===== src/rtl/cr16_reg_file.sv =====
// cr16_reg_file: CR16 general-purpose register file.
// Sixteen 16-bit registers loaded from one shared result bus under a
// (possibly multi-hot) enable vector, every register exposed in parallel,
// plus two combinational indexed read ports.
// Optional feature macro: CR16_REGFILE_BYPASS_EN -- when defined, a read
// port whose selected register is being written this cycle forwards the
// write bus instead of the stored value.
module cr16_reg_file #(
    parameter int DATA_WIDTH = 16,
    parameter int NUM_REGS   = 16,
    parameter int SEL_WIDTH  = 4
) (
    input  logic                  I_CLK,
    input  logic                  I_RESET,
    input  logic [DATA_WIDTH-1:0] I_REG_BUS,
    input  logic [NUM_REGS-1:0]   I_REG_ENABLE,
    output logic [DATA_WIDTH-1:0] O_REG_DATA [NUM_REGS],
    input  logic [SEL_WIDTH-1:0]  I_RD_A_SEL,
    output logic [DATA_WIDTH-1:0] O_RD_A_DATA,
    input  logic [SEL_WIDTH-1:0]  I_RD_B_SEL,
    output logic [DATA_WIDTH-1:0] O_RD_B_DATA
);

    logic [DATA_WIDTH-1:0] regs [NUM_REGS];

    // Reset clears every register and wins over any enable; otherwise each
    // enabled register loads the shared bus and the rest hold.
    always_ff @(posedge I_CLK) begin
        for (int i = 0; i < NUM_REGS; i++) begin
            if (I_RESET) begin
                regs[i] <= '0;
            end else if (I_REG_ENABLE[i]) begin
                regs[i] <= I_REG_BUS;
            end
        end
    end

    // The parallel output array is a straight copy of the flops.
    always_comb begin
        for (int i = 0; i < NUM_REGS; i++) begin
            O_REG_DATA[i] = regs[i];
        end
    end

`ifdef CR16_REGFILE_BYPASS_EN
    // Read ports forward the bus when their register is written this cycle.
    always_comb begin
        O_RD_A_DATA = regs[I_RD_A_SEL];
        O_RD_B_DATA = regs[I_RD_B_SEL];
        if (!I_RESET && I_REG_ENABLE[I_RD_A_SEL]) begin
            O_RD_A_DATA = I_REG_BUS;
        end
        if (!I_RESET && I_REG_ENABLE[I_RD_B_SEL]) begin
            O_RD_B_DATA = I_REG_BUS;
        end
    end
`else
    // Read ports return stored values only; a same-cycle write shows up
    // after the next edge.
    always_comb begin
        O_RD_A_DATA = regs[I_RD_A_SEL];
        O_RD_B_DATA = regs[I_RD_B_SEL];
    end
`endif

endmodule


===== config.mk =====
export PLATFORM = sky130hd
export DESIGN_NAME = cr16_reg_file
export DESIGN_NICKNAME = d
export VERILOG_FILES = /design/src/rtl/cr16_reg_file.sv
export SDC_FILE = /design/constraint.sdc
export NUM_CORES = 1
export LEC_CHECK = 0
export ABC_AREA = 1
export CORE_ASPECT_RATIO = 1.75
export CORE_MARGIN = 10
export CORE_UTILIZATION = 55
export DETAILED_ROUTE_END_ITERATION = 12
export DONT_BUFFER_PORTS = 1
export GPL_ROUTABILITY_DRIVEN = 1
export GPL_TIMING_DRIVEN = 0
export PLACE_DENSITY = 0.7
export SLEW_MARGIN = 20
export SYNTH_ARGS = -nofsm -noshare
export SYNTH_HDL_FRONTEND = slang
export SYNTH_SLANG_ARGS = --single-unit

===== constraint.sdc =====
create_clock -name I_CLK -period 3.3 [get_ports I_CLK]
set_clock_uncertainty 0.1 [all_clocks]
set_input_delay 0.66 -clock I_CLK [delete_from_list [all_inputs] [get_ports I_CLK]]
set_output_delay 0.66 -clock I_CLK [all_outputs]
set_load 0.02 [all_outputs]

==> Word level (Yosys, flattened, before mapping) <==
Memory sizes are Yosys's and may differ from the RTL's.
Index checks and enable logic that the tools add are counted.
{ "word_totals": {"ff_bits": 0, "ram_bits": 256, "in_bits": 42, "output_inout_bits": 288, "wordCells": 83, "mem_count": 1} }
{ "memory_table": {"columns": ["name", "words", "width", "rd", "rd_ports_with_merged_regs", "wr", "line_no", "source"], "rows": [
  ["regs", 16, 16, 18, 0, 16, "24", "logic [DATA_WIDTH-1:0] regs [NUM_REGS];"]
]} }
{ "op_classes": {"muxes": 66, "n_bitwise": 16} }
{ "ops": {"columns": ["op", "count"], "rows": [
  ["$mux 16", 16],
  ["$mux 1", 50],
  ["$or 1x1->1", 16]
]} }

==> Longest topological paths before layout <==
{ "logic_depth": {"word_depth": 4, "ltp_mapped": 8, "depth_no_buf": 6} }

==> Worst setup path before layout <==
Ideal clock, no wire load.
{ "synth_path": {"path_kind": "in2out", "startpoint": "input I_RD_B_SEL[2]", "endpoint": "output O_RD_B_DATA[10]", "arrival_time_ps": 1464, "t_required_ps": 2540, "path_slack_ps": 1076, "cell_stages": 6, "path_buffers": 2, "cell_sequence": "buf_2 -> inv_1 -> clkbuf_1 -> nand3_1 -> nand3_1 -> nand2_1"} }
{ "synth_between": {"elab_chain_cells": 1} }
{ "synth_rtl": {"columns": ["element", "line_no", "source"], "rows": [
  ["start: declaration", "20", "input logic [SEL_WIDTH-1:0] I_RD_B_SEL,"],
  ["$mem_v2 16x16", null, null],
  ["end: declaration", "21", "output logic [DATA_WIDTH-1:0] O_RD_B_DATA"]
]} }
No other way between the ends.

==> Final worst setup path <==
{ "layout_path": {"startpoint": "input I_RD_A_SEL[2]", "endpoint": "output O_RD_A_DATA[5]"} }
{ "layout_between": {"elab_chain_cells": 1} }
{ "layout_rtl": {"columns": ["element", "line_no", "source"], "rows": [
  ["start: declaration", "18", "input logic [SEL_WIDTH-1:0] I_RD_A_SEL,"],
  ["$mem_v2 16x16", null, null],
  ["end: declaration", "19", "output logic [DATA_WIDTH-1:0] O_RD_A_DATA,"]
]} }
No other way between the ends.

==> metrics.cfg <==
[logic_synthesis]
syn-num-nets=1995
avgSynthCellArea_um2=7.67
ys_seq_area_share_pct=51.3
ys_warn_count=0
netlist.area_leader.share_pct=51.3
syn_area_mm2=0.0150
synthCells=1953
yosysTopAreaCell=edfxtp_1
synthDistinctLibCells=13
netlist_top_cells_area=edfxtp_1, nand3_1, nand2_1
ys_ff_latch=256

[clock_network]
cts.sinks=256
cts_tree=yes
tritoncts.num_buffers=23
clk_path_buf_depth=3
clk_pin_slew_ns=0.07
h-tree-depth=1
root_buffer=clkbuf_16

[route]
avgViaCountPerCell=6.61
drc=0
vias=15300
postRouteAntennaNets=0
first_iter_violations=2571
dr.pass1.iters=7
wirelength_um=79900
wire_per_inst_um=34.4

[grt]
grtUsageMet3_pct=15.3
grtUsageMet2_pct=74.0
grt_max_degree=18
grt_usage_pct=45.5
grt_pass1_wl_um=109000
grt_antenna_before_repair=4
grt_pass1_vias=15100
met1_usage_pct=43.2
gr-total-overflow=0
grt_busiest_layer=met2

[die]
core_area_mm2=0.0267
rows=79
ios=330
initial_core_util_pct=56.1
fp.dieH_um=238
die_area_mm2=0.0345
fp.dieW_um=145

[worst_hold_path]
min_path_type=primary input to flop

[sta]
finalSetupViolCount=0
rsz0062_at_grt=no
relSlewSlack_pct=18.2
whs_ns=0.260
drv_slew=0
setup_tns_ns=0
timing.final.crit_period_ns=3.30
tightest_slew_ns=1.23
fin_crit_sh_pct=99.9
hold_viol_final=0
fmax_mhz=303

[setup_path]
path_class=primary input to primary output
slowest_delay_ns=0.64
start_kind=primary input
crit_slowest_cell=clkbuf_1
crit_arrival_ns=2.54
required_ns=2.54
worst_setup_path_end_kind=primary output
crit_chain=buf_2 > inv_1 > clkbuf_1 > nand3_1 > nand3_1 > nand2_1
cpMostUsedCell=nand3_1
crit_fanout=10

[power_and_ir_drop]
ir_drop_v=0.000563
p_int_uw=5560
leakage_uw=0.00771
clkPwrFrac_pct=29.5
p_per_area_mw_per_mm2=543
switching_power_uw=3180
power_frac_seq_pct=51.7
power_frac_comb_pct=18.9
switching_share_pct=36.4

[placed_design]
routabilityCongestion=1.14
port_buffers=0
place_hpwl_um=60700

[cells_and_area]
fillers=2340
largest_registers=regs (256)
fin_util_pct=60.3
register_area_mm2=0.00769
multi_input_area_mm2=0.00548
final_nets=2020
syn_to_final_growth_pct=7.38
regMostFlops=regs
largest_reg_flops=256
drive_above_1_share_pct=8.68

[status]
outcome=completed

[flow_run]
maxCapViolations=0

[stage by stage]
step | power, uW | setup WS [ns] | instances | area [um^2]
floorplan | 5370 | 1.08 | 1953 | 15000
global placement | 6080 | 0.0778 | 2277 | 15400
detailed placement | 6120 | 0.109 | 2277 | 15400
CTS | 8590 | 0.112 | 2318 | 16100
global route | 8890 | 0.0373 | 2318 | 16100
finish | 8740 | 0.00475 | 2320 | 16100
[kinds of logic (layout without fill, tap and decap cells)]
kind of cell	after synthesis	count (layout)	synth area share, %
simple gates	1280	1280	36.6
buf+inv	417	458	12.1
flops	256	256	51.3
other cells	0	2	0
[final timing paths]
kind	from	end	depth (start not counted)
setup / recovery	I_RD_A_SEL[2]	O_RD_A_DATA[5]	6
hold / removal	I_REG_ENABLE[7]	regs[7][0]	2
[area by class of cell]
type	count	share of cell area, %
flip-flops and latches	256	47.8
well taps	324	2.52
inverters	281	6.56
multi-input cells	1280	34.1
plain buffers	136	4.77
clock inverters	16	0.653
diodes	2	0.0311
clock buffers	25	3.62
[cell usage after synthesis]
library cell,n
nand2_4,10
inv_2,5
buf_6,4
nand3_1,448
clkbuf_1,32
edfxtp_1,256
inv_1,276
nand2_1,550
nor2_1,256
buf_2,58
buf_4,39
or2_2,16
buf_1,3
[per-layer routing]
| metal | vias up | part of all wire [%] | routed length (um) |
|---|---|---|---|
| met1 | 6951 | 27 | 21200 |
| met2 | 1629 | 47 | 37500 |
| met5 | - | 0.029 | 23 |
| li1 | 6234 | - | - |
| met4 | 4 | 13 | 9990 |
| met3 | 527 | 14 | 11100 |
[worst max-delay path: cells and delay by family]
kind / cells / cell delay (ns)
buf+inv: 3 / 1.14
simple gates: 3 / 0.73
[placed cells by master, fill, tap and decap left out, drive strengths merged]
cell type and n:
nor2 256, or2 16, inv 284, clkinv 10
nand2 560, buf 104, nand3 448, diode 2
clkbuf 57, edfxtp 256, clkinvlp 3
[power groups by stage]
stage | combinational [uW] | sequential [uW] | clock [uW]
floorplan | 973 | 4400 | 0
global placement | 1500 | 4570 | 0
detailed placement | 1540 | 4580 | 0
CTS | 1540 | 4510 | 2540
global route | 1710 | 4530 | 2650
finish | 1650 | 4520 | 2570
[timing repair]
item,in CTS,in global routing
resized for setup,0,3
hold endpoints to repair,0,0
setup buffers,0,0
hold buffers,0,0
setup endpoints to repair,0,1
Note: power is estimated with default switching activity, not from simulation.
